## config.mk

```make
export PLATFORM = sky130hd
export DESIGN_NAME = bioz_sweep_sequencer_flat
export DESIGN_NICKNAME = d
export VERILOG_FILES = /design/src/rtl/bioz_sweep_sequencer_if.sv /design/src/rtl/bioz_sweep_sequencer.sv /design/src/flat_wrapper.sv
export SDC_FILE = /design/constraint.sdc
export NUM_CORES = 1
export LEC_CHECK = 0
export BUFFER_PORTS_ARGS = -buffer_cell sky130_fd_sc_hd__buf_2
export CAP_MARGIN = 20
export CORE_MARGIN = 2
export CORE_UTILIZATION = 58
export CTS_BUF_LIST = sky130_fd_sc_hd__clkbuf_2
export DETAILED_ROUTE_END_ITERATION = 7
export PLACE_DENSITY = 0.82
export SYNTH_ARGS = -nofsm -noshare
export SYNTH_HDL_FRONTEND = slang
export SYNTH_SLANG_ARGS = --single-unit
```

## constraint.sdc

```tcl
create_clock -name clk_ADC -period 3.6 [get_ports clk_ADC]
set_clock_uncertainty 0.15 [all_clocks]
set_input_delay 0.18 -clock clk_ADC [delete_from_list [all_inputs] [get_ports clk_ADC]]
set_output_delay 0.18 -clock clk_ADC [all_outputs]
set_load 0.005 [all_outputs]
```

## src/rtl/bioz_sweep_sequencer_if.sv

```systemverilog
// Control/data bundle between the BioZ sweep sequencer and the AFE, SigGen, ADC and sample consumer.
// The master modport is the sequencer; the slave modport is whatever drives Start/Abort and the ADC.
interface bioz_sweep_sequencer_if #(
    parameter int ADC_W = 12
) ();
    logic             Start;
    logic             Abort;
    logic             ADC_Done;
    logic [ADC_W-1:0] ADC_Data;

    logic [3:0]       Fsel;
    logic [1:0]       Row;
    logic [1:0]       Col;
    logic             Resetn;
    logic             Clk_En;
    logic             ADC_En;
    logic             ADC_Start;
    logic             Busy;
    logic             Sample_Valid;
    logic [ADC_W-1:0] Sample_Data;
    logic [3:0]       Sample_Fsel;
    logic [1:0]       Sample_Row;
    logic [1:0]       Sample_Col;
    logic             Sweep_Done;
    logic             Error;

    modport master (
        input  Start, Abort, ADC_Done, ADC_Data,
        output Fsel, Row, Col, Resetn, Clk_En, ADC_En, ADC_Start, Busy,
               Sample_Valid, Sample_Data, Sample_Fsel, Sample_Row, Sample_Col,
               Sweep_Done, Error
    );

    modport slave (
        output Start, Abort, ADC_Done, ADC_Data,
        input  Fsel, Row, Col, Resetn, Clk_En, ADC_En, ADC_Start, Busy,
               Sample_Valid, Sample_Data, Sample_Fsel, Sample_Row, Sample_Col,
               Sweep_Done, Error
    );
endinterface

```

## src/rtl/bioz_sweep_sequencer.sv

```systemverilog
// BioZ sweep sequencer: resets the AFE, then walks Fsel (descending) x Row x Col, settling and
// averaging 2**AVG_LOG2 ADC conversions per point and emitting one tagged sample per point.
module bioz_sweep_sequencer #(
    parameter int FSEL_START   = 10,
    parameter int FSEL_STOP    = 0,
    parameter int NROWS        = 4,
    parameter int NCOLS        = 4,
    parameter int ADC_W        = 12,
    parameter int AVG_LOG2     = 2,
    parameter int SETTLE_CYC   = 64,
    parameter int RST_CYC      = 4,
    parameter int CONV_TIMEOUT = 32
) (
    input  logic                   clk_ADC,
    input  logic                   Reset,
    bioz_sweep_sequencer_if.master bus
);

    localparam int CONV_N    = 1 << AVG_LOG2;
    localparam int ACC_W     = ADC_W + AVG_LOG2;
    localparam int CC_W      = AVG_LOG2 + 1;
    localparam int CNT_MAX_A = (SETTLE_CYC > RST_CYC) ? SETTLE_CYC : RST_CYC;
    localparam int CNT_MAX   = (CNT_MAX_A > CONV_TIMEOUT) ? CNT_MAX_A : CONV_TIMEOUT;
    localparam int CNT_W     = $clog2(CNT_MAX + 1);

    typedef enum logic [2:0] {
        S_IDLE,
        S_AFE_RST,
        S_SETTLE,
        S_CONV_START,
        S_CONV_WAIT,
        S_POINT,
        S_NEXT,
        S_DONE
    } state_t;

    state_t             r_state;
    state_t             w_state_next;
    logic [CNT_W-1:0]   r_cnt;
    logic [CC_W-1:0]    r_conv_cnt;
    logic [ACC_W-1:0]   r_acc;
    logic [3:0]         r_fsel;
    logic [1:0]         r_row;
    logic [1:0]         r_col;
    logic               r_error;
    logic [ADC_W-1:0]   r_sample_data;
    logic [3:0]         r_sample_fsel;
    logic [1:0]         r_sample_row;
    logic [1:0]         r_sample_col;

    logic [ACC_W-1:0]   w_acc_sum;
    logic               w_conv_last;
    logic               w_last_point;

    assign w_acc_sum    = r_acc + ACC_W'(bus.ADC_Data);
    assign w_conv_last  = (r_conv_cnt == CC_W'(CONV_N - 1));
    assign w_last_point = (r_fsel == 4'(FSEL_STOP)) && (r_row == 2'(NROWS - 1))
                          && (r_col == 2'(NCOLS - 1));

    // NOTE: clocked state uses non-blocking assignments so every flop samples pre-edge values.
    always_ff @(posedge clk_ADC) begin
        if (Reset) begin
            r_state <= S_IDLE;
        end else begin
            r_state <= w_state_next;
        end
    end

    // NOTE: every combinational output gets a default first so no path can infer a latch.
    always_comb begin
        w_state_next = r_state;
        if (bus.Abort) begin
            w_state_next = S_IDLE;
        end else begin
            case (r_state)
                S_IDLE:       if (bus.Start) w_state_next = S_AFE_RST;
                S_AFE_RST:    if (r_cnt == CNT_W'(RST_CYC - 1)) w_state_next = S_SETTLE;
                S_SETTLE:     if (r_cnt == CNT_W'(SETTLE_CYC - 1)) w_state_next = S_CONV_START;
                S_CONV_START: w_state_next = S_CONV_WAIT;
                S_CONV_WAIT: begin
                    if (bus.ADC_Done) begin
                        w_state_next = w_conv_last ? S_POINT : S_CONV_START;
                    end else if (r_cnt == CNT_W'(CONV_TIMEOUT - 1)) begin
                        w_state_next = S_DONE;
                    end
                end
                S_POINT:      w_state_next = S_NEXT;
                S_NEXT:       w_state_next = w_last_point ? S_DONE : S_SETTLE;
                S_DONE:       w_state_next = S_IDLE;
                default:      w_state_next = S_IDLE;
            endcase
        end
    end

    always_comb begin
        bus.Resetn       = 1'b1;
        bus.Clk_En       = 1'b0;
        bus.ADC_En       = 1'b0;
        bus.ADC_Start    = 1'b0;
        bus.Busy         = 1'b1;
        bus.Sample_Valid = 1'b0;
        bus.Sweep_Done   = 1'b0;
        case (r_state)
            S_IDLE:    bus.Busy = 1'b0;
            S_AFE_RST: begin
                bus.Resetn = 1'b0;
                bus.Clk_En = 1'b1;
            end
            S_SETTLE, S_CONV_WAIT, S_NEXT: begin
                bus.Clk_En = 1'b1;
                bus.ADC_En = 1'b1;
            end
            S_CONV_START: begin
                bus.Clk_En    = 1'b1;
                bus.ADC_En    = 1'b1;
                bus.ADC_Start = 1'b1;
            end
            S_POINT: begin
                bus.Clk_En       = 1'b1;
                bus.ADC_En       = 1'b1;
                bus.Sample_Valid = 1'b1;
            end
            S_DONE:    bus.Sweep_Done = ~r_error;
            default:   bus.Busy = 1'b1;
        endcase
    end

    // One shared cycle counter; it restarts on every state change and idles at zero.
    always_ff @(posedge clk_ADC) begin
        if (Reset) begin
            r_cnt <= '0;
        end else if ((w_state_next != r_state) || (r_state == S_IDLE)) begin
            r_cnt <= '0;
        end else begin
            r_cnt <= r_cnt + 1'b1;
        end
    end

    always_ff @(posedge clk_ADC) begin
        if (Reset) begin
            r_conv_cnt    <= '0;
            r_acc         <= '0;
            r_fsel        <= 4'(FSEL_START);
            r_row         <= '0;
            r_col         <= '0;
            r_error       <= 1'b0;
            r_sample_data <= '0;
            r_sample_fsel <= '0;
            r_sample_row  <= '0;
            r_sample_col  <= '0;
        end else begin
            if ((r_state == S_IDLE) && (w_state_next == S_AFE_RST)) begin
                r_error <= 1'b0;
                r_fsel  <= 4'(FSEL_START);
                r_row   <= '0;
                r_col   <= '0;
            end
            if (r_state == S_SETTLE) begin
                r_acc      <= '0;
                r_conv_cnt <= '0;
            end
            if ((r_state == S_CONV_WAIT) && bus.ADC_Done && !bus.Abort) begin
                r_acc      <= w_acc_sum;
                r_conv_cnt <= r_conv_cnt + 1'b1;
            end
            // Sample is captured with the final conversion folded in, so it is stable during POINT.
            if ((r_state == S_CONV_WAIT) && (w_state_next == S_POINT)) begin
                r_sample_data <= ADC_W'(w_acc_sum >> AVG_LOG2);
                r_sample_fsel <= r_fsel;
                r_sample_row  <= r_row;
                r_sample_col  <= r_col;
            end
            if ((r_state == S_CONV_WAIT) && (w_state_next == S_DONE)) begin
                r_error <= 1'b1;
            end
            if ((r_state == S_NEXT) && (w_state_next == S_SETTLE)) begin
                if (r_col == 2'(NCOLS - 1)) begin
                    r_col <= '0;
                    if (r_row == 2'(NROWS - 1)) begin
                        r_row <= '0;
                        if (r_fsel != 4'(FSEL_STOP)) r_fsel <= r_fsel - 1'b1;
                    end else begin
                        r_row <= r_row + 1'b1;
                    end
                end else begin
                    r_col <= r_col + 1'b1;
                end
            end
        end
    end

    assign bus.Fsel        = r_fsel;
    assign bus.Row         = r_row;
    assign bus.Col         = r_col;
    assign bus.Error       = r_error;
    assign bus.Sample_Data = r_sample_data;
    assign bus.Sample_Fsel = r_sample_fsel;
    assign bus.Sample_Row  = r_sample_row;
    assign bus.Sample_Col  = r_sample_col;

endmodule

```

## src/flat_wrapper.sv

```systemverilog
// flat-port wrapper written by rule: the top's interface ports become plain ports
module bioz_sweep_sequencer_flat 
#(
    parameter int FSEL_START   = 10,
    parameter int FSEL_STOP    = 0,
    parameter int NROWS        = 4,
    parameter int NCOLS        = 4,
    parameter int ADC_W        = 12,
    parameter int AVG_LOG2     = 2,
    parameter int SETTLE_CYC   = 64,
    parameter int RST_CYC      = 4,
    parameter int CONV_TIMEOUT = 32
)
  (clk_ADC, Reset, bus_Start, bus_Abort, bus_ADC_Done, bus_ADC_Data, bus_Fsel, bus_Row, bus_Col, bus_Resetn, bus_Clk_En, bus_ADC_En, bus_ADC_Start, bus_Busy, bus_Sample_Valid, bus_Sample_Data, bus_Sample_Fsel, bus_Sample_Row, bus_Sample_Col, bus_Sweep_Done, bus_Error);
  bioz_sweep_sequencer_if #(.ADC_W(ADC_W)) bus_i ();
  input  logic clk_ADC;
  input  logic Reset;
  input wire logic [$bits(bus_i.Start)-1:0] bus_Start;
  input wire logic [$bits(bus_i.Abort)-1:0] bus_Abort;
  input wire logic [$bits(bus_i.ADC_Done)-1:0] bus_ADC_Done;
  input wire logic [$bits(bus_i.ADC_Data)-1:0] bus_ADC_Data;
  output wire logic [$bits(bus_i.Fsel)-1:0] bus_Fsel;
  output wire logic [$bits(bus_i.Row)-1:0] bus_Row;
  output wire logic [$bits(bus_i.Col)-1:0] bus_Col;
  output wire logic [$bits(bus_i.Resetn)-1:0] bus_Resetn;
  output wire logic [$bits(bus_i.Clk_En)-1:0] bus_Clk_En;
  output wire logic [$bits(bus_i.ADC_En)-1:0] bus_ADC_En;
  output wire logic [$bits(bus_i.ADC_Start)-1:0] bus_ADC_Start;
  output wire logic [$bits(bus_i.Busy)-1:0] bus_Busy;
  output wire logic [$bits(bus_i.Sample_Valid)-1:0] bus_Sample_Valid;
  output wire logic [$bits(bus_i.Sample_Data)-1:0] bus_Sample_Data;
  output wire logic [$bits(bus_i.Sample_Fsel)-1:0] bus_Sample_Fsel;
  output wire logic [$bits(bus_i.Sample_Row)-1:0] bus_Sample_Row;
  output wire logic [$bits(bus_i.Sample_Col)-1:0] bus_Sample_Col;
  output wire logic [$bits(bus_i.Sweep_Done)-1:0] bus_Sweep_Done;
  output wire logic [$bits(bus_i.Error)-1:0] bus_Error;
  assign bus_i.Start = bus_Start;
  assign bus_i.Abort = bus_Abort;
  assign bus_i.ADC_Done = bus_ADC_Done;
  assign bus_i.ADC_Data = bus_ADC_Data;
  assign bus_Fsel = bus_i.Fsel;
  assign bus_Row = bus_i.Row;
  assign bus_Col = bus_i.Col;
  assign bus_Resetn = bus_i.Resetn;
  assign bus_Clk_En = bus_i.Clk_En;
  assign bus_ADC_En = bus_i.ADC_En;
  assign bus_ADC_Start = bus_i.ADC_Start;
  assign bus_Busy = bus_i.Busy;
  assign bus_Sample_Valid = bus_i.Sample_Valid;
  assign bus_Sample_Data = bus_i.Sample_Data;
  assign bus_Sample_Fsel = bus_i.Sample_Fsel;
  assign bus_Sample_Row = bus_i.Sample_Row;
  assign bus_Sample_Col = bus_i.Sample_Col;
  assign bus_Sweep_Done = bus_i.Sweep_Done;
  assign bus_Error = bus_i.Error;
  bioz_sweep_sequencer #(.FSEL_START(FSEL_START), .FSEL_STOP(FSEL_STOP), .NROWS(NROWS), .NCOLS(NCOLS), .ADC_W(ADC_W), .AVG_LOG2(AVG_LOG2), .SETTLE_CYC(SETTLE_CYC), .RST_CYC(RST_CYC), .CONV_TIMEOUT(CONV_TIMEOUT)) u_core (.clk_ADC(clk_ADC), .Reset(Reset), .bus(bus_i));
endmodule
```

# --- Word level (Yosys, flattened, before mapping) ---
# Index checks and enable logic that the tools add are counted.
word_totals:
  mem_bits_ro: 0
  mem_count: 0
  ff_bits: 56
  latchBits: 0
  ram_bits: 0
op_classes:
  n_mux: 34
  n_reduce_logical: 19
  add_sub_neg: 6
  mul: 0
  shifts: 0
  div: 0
  bitwise_logic: 1
  n_eq_ne: 18
  n_lt_le_gt_ge: 0
op_table:
  columns: ["operator", "count"]
  rows:
  - ["two-way mux 3 bit", 10]
  - ["two-way mux 14 bit", 2]
  - ["case mux 3 bit (8 select lines)", 1]
  - ["two-way mux 4 bit", 5]
  - ["== test 3 bit, second input constant", 6]
  - ["adder 14 x 12 -> 14 bit", 1]
  - ["two-way mux 2 bit", 7]
  - ["== test 3 x 2 -> 1 bit, second input constant", 4]
  - ["two-way mux 1 bit", 9]
  - ["logical AND 1 bit", 8]
  - ["adder 7 x 1 -> 7 bit, second input constant", 1]
  - ["== test 7 x 2 -> 1 bit, second input constant", 1]
  - ["== test 7 x 5 -> 1 bit, second input constant", 1]
  - ["== test 7 x 6 -> 1 bit, second input constant", 1]
  - ["== test 3 x 1 -> 1 bit, second input constant", 2]
  - ["nonzero test 2 bit", 3]
  - ["OR reduction 6 bit", 1]
  - ["OR reduction 5 bit", 1]
  - ["adder 2 x 1 -> 2 bit, second input constant", 2]
  - ["== test 2 bit, second input constant", 2]
  - ["logical NOT 4 bit", 1]
  - ["nonzero test 4 bit", 1]
  - ["subtractor 4 x 1 -> 4 bit, second input constant", 1]
  - ["adder 3 x 1 -> 3 bit, second input constant", 1]
  - ["6 further kinds", 6]

# --- Longest topological paths before layout ---
# Gate-level depths: netlist (run 1).
logic_depth:
  word_depth: 13
  mapped_depth: 10
  ltp_nobuf: 8

# --- Worst setup path before layout (run 1) ---
# OpenSTA, ideal clock, no wires.
synth_timing:
  path_type: "reg2reg"
  from: "register u_core.r_acc[0]"
  to: "register u_core.r_acc[12]"
  synth_period_minus_slack_ns: 2.490
  stages_incl_launch_ff: 9
  path_buffers: 0
  path_slack_ns: 1.110
  arrival_time_ns: 2.262
  path_cell_list: "dfxtp_1 > ha_1 > fa_1 > a211oi_1 > o21ai_0 > o2111a_1 > o41a_1 > o211a_1 > nor3_1"
synth_between:
  elab_chain_cells: 2
synth_rtl:
  columns: ["item", "line", "text"]
  rows:
  - ["from (decl)", "bioz_sweep_sequencer.sv:41", "logic [ACC_W-1:0] r_acc;"]
  - ["from (signal assigned)", "bioz_sweep_sequencer.sv:163", "r_acc <= w_acc_sum;"]
  - ["adder 14 x 12 -> 14 bit", "bioz_sweep_sequencer.sv:55", "assign w_acc_sum = r_acc + ACC_W'(bus.ADC_Data);"]
  - ["two-way mux 14 bit", "bioz_sweep_sequencer.sv:162", "if ((r_state == S_CONV_WAIT) && bus.ADC_Done && !bus.Abort) begin"]
# Every way passes these cells.
# A chain may end at the register's enable or synchronous reset.

# --- Worst setup path after layout (run 1) ---
layout_timing:
  from: "register u_core.r_state[1]"
  to: "register u_core.r_sample_data[11] (netlist: u_core.bus.Sample_Data[11])"
layout_between:
  elab_chain_cells: 6
layout_rtl:
  columns: ["item", "line", "text"]
  rows:
  - ["from (decl)", "bioz_sweep_sequencer.sv:37", "state_t r_state;"]
  - ["from (signal assigned)", "bioz_sweep_sequencer.sv:65", "r_state <= w_state_next;"]
  - ["two-way mux 3 bit", "bioz_sweep_sequencer.sv:83", "end else if (r_cnt == CNT_W'(CONV_TIMEOUT - 1)) begin"]
  - ["two-way mux 3 bit", "bioz_sweep_sequencer.sv:81", "if (bus.ADC_Done) begin"]
  - ["case mux 3 bit (8 select lines)", "bioz_sweep_sequencer.sv:75", "case (r_state)"]
  - ["two-way mux 3 bit", "bioz_sweep_sequencer.sv:72", "if (bus.Abort) begin"]
  - ["== test 3 bit", "bioz_sweep_sequencer.sv:167", "if ((r_state == S_CONV_WAIT) && (w_state_next == S_POINT)) begin"]
  - ["logical AND 1 bit (*)", "bioz_sweep_sequencer.sv:167", null]
  - ["to (signal assigned)", "bioz_sweep_sequencer.sv:168", "r_sample_data <= ADC_W'(w_acc_sum >> AVG_LOG2);"]
  - ["to (decl)", "bioz_sweep_sequencer.sv:46", "logic [ADC_W-1:0] r_sample_data;"]
# Mark *: on every way between the ends. The rest lies on a longest branch, timed or not.

==> impl_metrics.yaml, run 1 <==
status:
  status: "finished clean"
logic_synthesis:
  yosysSeqAreaShare_pct: 35.9
  synth.top_cell.area_share_pct: 35.9
  yosys_warnings: 0
  avgSynthCellArea_um2: 8.23
  yosysTopAreaCell: "dfxtp_1"
  synthesis.nets: 416
  synth_cell_types: 54
  ys_ff_latch: 56
  syn_area_mm2: 0.00312
  synth_edf_count: 0
  synth_area_leaders: "dfxtp_1 36%, ha_1 7.6%, nand3_1 5.5%, a21oi_1 5.3%, o21ai_0 4.2%"
  syn_inst: 379
  synth.most_common_cell: "dfxtp_1"
  synth_common_cells: "56 x dfxtp_1, 34 x nand3_1, 33 x a21oi_1, 29 x nor2_1, 26 x o21ai_0"
  synth-main-ff-cell: "dfxtp_1"
  synthArstFlopShare_pct: 0
timing:
  holdWs_ns: 0.0589
  clock.fmax_ghz: 0.337
  maxSlewHeadroom_pct: 38.0
  tightest_slew_ns: 0.930
  rsz0062_at_grt: "no"
  hold_viol_final: 0
  min_period_ns: 2.96
  maxSlewViolCount: 0
  fin_crit_sh_pct: 82.3
  tns_ns: 0
  setup_viol: 0
  setup_slack_ns: 0.636
clocking:
  cts_sinks: 56
  cts_tree: "yes"
  path_clk_slew_ns: 0.28
  h-tree-depth: 2
  cts_resized: 0
  postCtsSetupBuffers: 0
  clkLatencyLatePin_ns: 0.45
  cts_buffers: 5
  clock_tree.buffer_depth: 2
  cts_root_buffer: "clkbuf_2"
critical_path:
  crit_start: "u_core.r_state[1]$_SDFF_PP0_"
  r2r-start: "u_core.r_state[1]$_SDFF_PP0_"
  critical_path_required_ns: 3.83
  path_max_fanout: 17
  critical_path.endpoint_type: "flip-flop"
  worstSetupStartpointType: "flip-flop"
  r2r_slack_ns: 0.64
  worstPathArrival_ns: 3.20
  critical_path_class: "flip-flop to flip-flop"
drt:
  first_iter_violations: 303
  wl_met2_um: 3330
  dr.max_layer_used: "met4"
  wl_met1_um: 3390
  wl_met3_um: 365
  antenna_left: 0
  drt-vias-per-instance: 5.99
  wl_per_cell_um: 14.7
  drc: 0
  totalWireLength_um: 7210
  vias: 2942
  dr.pass1.iters: 4
power_and_ir_drop:
  p_per_area_mw_per_mm2: 291
  vdd_drop_max_uv: 172
  p_leak_uw: 0.00147
  p_total_uw: 1010
finish:
  final_layout_size_suffix_gt1_share_pct: 18.1
  layout.nets: 457
  area_growth_syn_to_layout_pct: 11.4
  diodes: 0
floorplan:
  die_width_um: 77.3
  die_h_um: 77.3
  core_area_mm2: 0.00514
  io_pins: 53
  fp-row-count: 26
  initial_core_util_pct: 60.7
  fp.dieArea_mm2: 0.00598
placement:
  pre_cts_ws_ns: 0.699
  io_buffer_count: 52
  place.detailed.hpwl_um: 5150
  gp_congestion: 0.870
global_route:
  grt_pass1_vias: 2604
  antenna_found_initial: 0
  globalRouteOverflowTotal: 0
  grt_max_degree: 53
  grt_pass1_wl_um: 12400
  track_usage_pct: 24.8
job:
  drv_cap: 0
worst_hold_path:
  hold_path_class: "input port to flip-flop"
  holdCritStartpoint: "bus_Start"
## what timing repair did
action / 4_1_cts / 5_1_grt
endpoints found under the hold margin: 3 / 0
endpoints found under the setup margin: 0 / 0
hold buffers: 3 / 0
## cell usage in the layout, fill, tap and decap left out, drive strengths merged, types with 7 or more instances in the layout
| master | count |
|---|---|
| o21ai | 27 |
| nand3 | 35 |
| a21o | 7 |
| dfxtp | 56 |
| nand2 | 15 |
| ha | 19 |
| a31oi | 13 |
| buf | 54 |
| or3 | 7 |
| inv | 8 |
| a21oi | 33 |
| nor2 | 29 |
| nor3 | 20 |
| xnor2 | 11 |
## final cells by class
type / instances / area, µm²
flip-flops and latches: 56 / 1120
repair buffers: 57 / 305
clock buffers: 5 / 25.0
clock inverters: 3 / 42.5
well taps: 70 / 87.6
multi-input cells: 292 / 1860
inverters: 8 / 30.0
fillers: 487 / 1660
## routing by layer
metal	vias to the layer above	track usage [%]
li1	1478	-
met1	1369	35.5
met2	80	37.1
met3	15	5.12
met4	0	8.57
met5	-	0
## cell families after synthesis
group	after synthesis	share of synthesized area [%]
buffers and inverters	31	4.29
adders and majority gates	20	8.26
muxes	1	0.361
DFF	56	35.9
and+or+nand+nor	145	24.5
xor gates and xnor gates	16	4.49
AOI/OAI and AO/OA	110	22.1
## power by group
part	internal [µW]	total (µW)	switching, µW
Sequential	624	625	1.78
Clock	116	320	205
Combinational	23.9	64.9	41.0
## flip-flops by register name (all words and copies together) (netlist names)
register	cells
u_core.r_state	3
u_core.bus.Sample_Row	2
u_core.r_cnt	7
u_core.bus.Error	1
u_core.r_conv_cnt	3
u_core.bus.Row	2
u_core.bus.Sample_Col	2
u_core.bus.Sample_Fsel	4
u_core.bus.Sample_Data	12
u_core.bus.Fsel	4
u_core.bus.Col	2
u_core.r_acc	14
## through the flow
stage | util (%) | instances | instance area [µm²]
2_1_floorplan | - | 379 | 3120
3_3_place_gp | 65.7 | 480 | 3380
3_5_place_dp | 65.7 | 480 | 3380
4_1_cts | 67.6 | 491 | 3480
5_1_grt | 67.6 | 491 | 3480
6_report | 67.6 | 491 | 3480
## path summary, 6_finish.rpt
check,cells after the start,endpoint
worst max-delay path,6,u_core.bus.Sample_Data[11]$_SDFFE_PP0P_
worst min-delay path,5,u_core.r_state[0]$_SDFF_PP0_
worst max register to register,6,u_core.bus.Sample_Data[11]$_SDFFE_PP0P_
worst min register to register,2,u_core.bus.Sample_Row[1]$_SDFFE_PP0P_
## worst max-delay path: stages, from the launching register on
cell and delay (ns):
dfxtp_1 0.68, or3b_1 0.43, or4b_4 0.53, o31ai_2 0.12, and3_1 0.58, a21oi_1 0.15, a311oi_1 0.26
Note: power is estimated with default switching activity, not from simulation.
==> inputs of run 2 (changes only) <==
Settings changed: ABC_AREA from default to 1, CORE_UTILIZATION 58 to 53, PLACE_DENSITY 0.82 to 0.78.
Clock period 3.6 ns to 2.45 ns, I/O delays scaled along.
==> run 2 against run 1 <==
Net effect: register-to-register slack worse by 0.49 ns; clock power up 21%; setup slack worse by 0.49 ns; critical path depth up 2; synthesized cell count up 33%; critical endpoint is now u_core.r_acc[0]$_SDFFE_PP0P_.
==> impl_metrics.yaml, run 2 <==
logic_synthesis:
  yosysSeqAreaShare_pct: 32.9
  synth-main-ff-cell: "dfxtp_1"
  synth.top_cell.area_share_pct: 32.9
  synth_area_leaders: "dfxtp_1 33%, nand2_1 15%, nor2_1 7.6%, ha_1 7.0%, nand3_1 5.3%"
  synth_common_cells: "139 x nand2_1, 69 x nor2_1, 56 x dfxtp_1, 48 x inv_1, 36 x nand3_1"
  synth_cell_types: 34
  yosys_warnings: 0
  ys_ff_latch: 56
  synthArstFlopShare_pct: 0
  synth.most_common_cell: "nand2_1"
  avgSynthCellArea_um2: 6.76
  synth_edf_count: 0
  synthesis.nets: 542
  syn_area_mm2: 0.00341
  yosysTopAreaCell: "dfxtp_1"
  syn_inst: 505
finish:
  area_growth_syn_to_layout_pct: 12.9
  diodes: 0
  fillers: 619
  layout.nets: 600
  multi_input_area_mm2: 0.00200
  layout_commonest_cell: "nand2_1"
  largest_reg_flops: 14
  regMostFlops: "u_core.r_acc"
  layout_common_cells: "139 x nand2_1, 68 x nor2_1, 54 x dfxtp_1"
  fin_area_mm2: 0.00385
  final_layout_size_suffix_gt1_share_pct: 19.1
  area.sequential_mm2: 0.00112
critical_path:
  critical_path_class: "flip-flop to flip-flop"
  worstPathArrival_ns: 2.56
  critical_path_required_ns: 2.70
  path_max_fanout: 13
  crit_family: "buffers and inverters"
  critical_path_buf_inv_count: 4
  critPathSlowestCell: "dlygate4sd3_1"
  path_cells: "inv_2, nor3_4, inv_1, nor3_2, buf_4, nand2_1, dlygate4sd3_1, a21oi_1"
  max_stage_delay_ns: 0.56
  worstSetupStartpointType: "flip-flop"
  critical_path.endpoint_type: "flip-flop"
clocking:
  postCtsSetupBuffers: 0
  clkLatencyLatePin_ns: 0.48
  path_clk_slew_ns: 0.33
  clock_tree.buffer_depth: 2
  cts_buffers: 5
  cts_sinks: 56
  cts_root_buffer: "clkbuf_2"
  h-tree-depth: 2
  cts_tree: "yes"
floorplan:
  die_h_um: 84.2
  core_area_mm2: 0.00628
  fp-row-count: 29
  fp.dieArea_mm2: 0.00710
  die_width_um: 84.2
  io_pins: 53
  initial_core_util_pct: 54.4
status:
  status: "finished clean"
job:
  drv_cap: 0
drt:
  dr.pass1.iters: 4
  antenna_left: 0
  first_iter_violations: 208
  totalWireLength_um: 7700
  vias: 3249
  drc: 0
  drt-vias-per-instance: 5.07
  wl_per_cell_um: 12.0
placement:
  io_buffer_count: 52
  placed_cell_area_mm2: 0.00373
  gp_congestion: 0.910
  place.detailed.hpwl_um: 5760
global_route:
  grt_max_degree: 33
  track_usage_pct: 22.2
  grt_pass1_vias: 3027
  antenna_found_initial: 0
  globalRouteOverflowTotal: 0
  grt_pass1_wl_um: 13300
power_and_ir_drop:
  vdd_drop_max_uv: 212
  switching_share_pct: 27.1
  switching_power_uw: 385
  clock_power_share_pct: 27.1
  p_leak_uw: 0.00186
  p_per_area_mw_per_mm2: 369
  seqPwrFrac_pct: 64.8
  combPwrFrac_pct: 8.1
  p_int_uw: 1030
timing:
  min_period_ns: 2.31
  tns_ns: 0
  clock.fmax_ghz: 0.433
  hold_viol_final: 0
  maxSlewHeadroom_pct: 57.2
  rsz0062_at_grt: "no"
  setup_viol: 0
  tightest_slew_ns: 0.641
  fin_crit_sh_pct: 94.2
  maxSlewViolCount: 0
worst_hold_path:
  hold_path_class: "input port to flip-flop"
==> run 2: cell types whose count changed after synthesis, moves of 7 or more <==
cell,delta
nor2_1,+40
nand2_1,+124
nor3_1,-20
o21ai_0,-11
a21o_1,-7
nand2_2,+9
xor2_1,+8
inv_1,+40
a31oi_1,-12
xnor2_1,-8
or3_1,-7
clkbuf_1,-14
nor2_2,+14
==> run 2: area by class of cell <==
class | instances | area share, %
Clock buffer | 5 | 0.650
Clock inverter | 3 | 0.585
Inverter | 55 | 5.36
Multi-Input combinational cell | 381 | 51.9
Sequential cell | 56 | 29.2
Tap cell | 77 | 2.50
Timing Repair Buffer | 64 | 9.87
==> run 2: path summary, 6_finish.rpt <==
path | end | slack (ns) | cells after the start | startpoint
worst max-delay path | u_core.r_acc[0]$_SDFFE_PP0P_ | 0.14 | 8 | u_core.r_state[2]$_SDFF_PP0_
worst min-delay path | u_core.r_acc[4]$_SDFFE_PP0P_ | 0.08 | 6 | bus_ADC_Done
worst max register to register | u_core.r_acc[0]$_SDFFE_PP0P_ | 0.14 | 8 | u_core.r_state[2]$_SDFF_PP0_
worst min register to register | u_core.r_cnt[0]$_SDFF_PP0_ | 0.32 | 1 | u_core.r_cnt[0]$_SDFF_PP0_
==> run 2: power by group through the flow <==
stage | logic [µW] | clock network [µW] | registers, µW
final | 115 | 386 | 920
after detailed placement | 106 | 0 | 935
after floorplan | 73.0 | 0 | 933
after CTS | 114 | 407 | 920
after global placement | 107 | 0 | 935
after global routing | 130 | 438 | 921
==> run 2: cells by family (layout without fill, tap and decap cells) <==
family | after synthesis | count (layout) | synth area share [%]
xor+xnor | 16 | 16 | 4.11
flops | 56 | 56 | 32.9
compound gates | 55 | 55 | 8.47
buf+inv | 68 | 127 | 8.73
fa+ha+maj | 20 | 20 | 7.55
simple gates | 290 | 290 | 38.3
==> run 2: through the flow <==
| stage | total power (µW) | hold slack [ns] | setup slack [ns] | std cells | util [%] |
|---|---|---|---|---|---|
| 6_report | 1420 | 0.0784 | 0.142 | 641 | 61.4 |
| 5_1_grt | 1490 | 0.0415 | 0.000428 | 641 | 61.4 |
| 4_1_cts | 1440 | 0.0345 | 0.147 | 641 | 61.3 |
| 3_5_place_dp | 1040 | 0.297 | 0.230 | 626 | 59.4 |
| 3_3_place_gp | 1040 | 0.279 | 0.221 | 626 | 59.4 |
| 2_1_floorplan | 1010 | 0.181 | 0.461 | 505 | - |
==> run 2: per-layer routing <==
layer,vias to the layer above,GRT usage (%),wire length (µm)
li1,1707,-,-
met4,0,4.99,78
met1,1464,28.2,3490
met5,-,0,0
met2,70,39.7,3760
met3,8,3.34,367
==> run 2: repair_timing <==
| item | CTS | global route |
|---|---|---|
| resized for setup | 0 | 4 |
| endpoints found under the hold margin | 31 | 0 |
| setup endpoints to repair | 0 | 19 |
| hold buffers | 7 | 0 |
==> run 2: worst min-delay path: stages <==
cell and delay, ns:
buf_2 0.11, inv_1 0.10, nor3_2 0.07, buf_4 0.18
nand2_1 0.08, a21oi_1 0.05
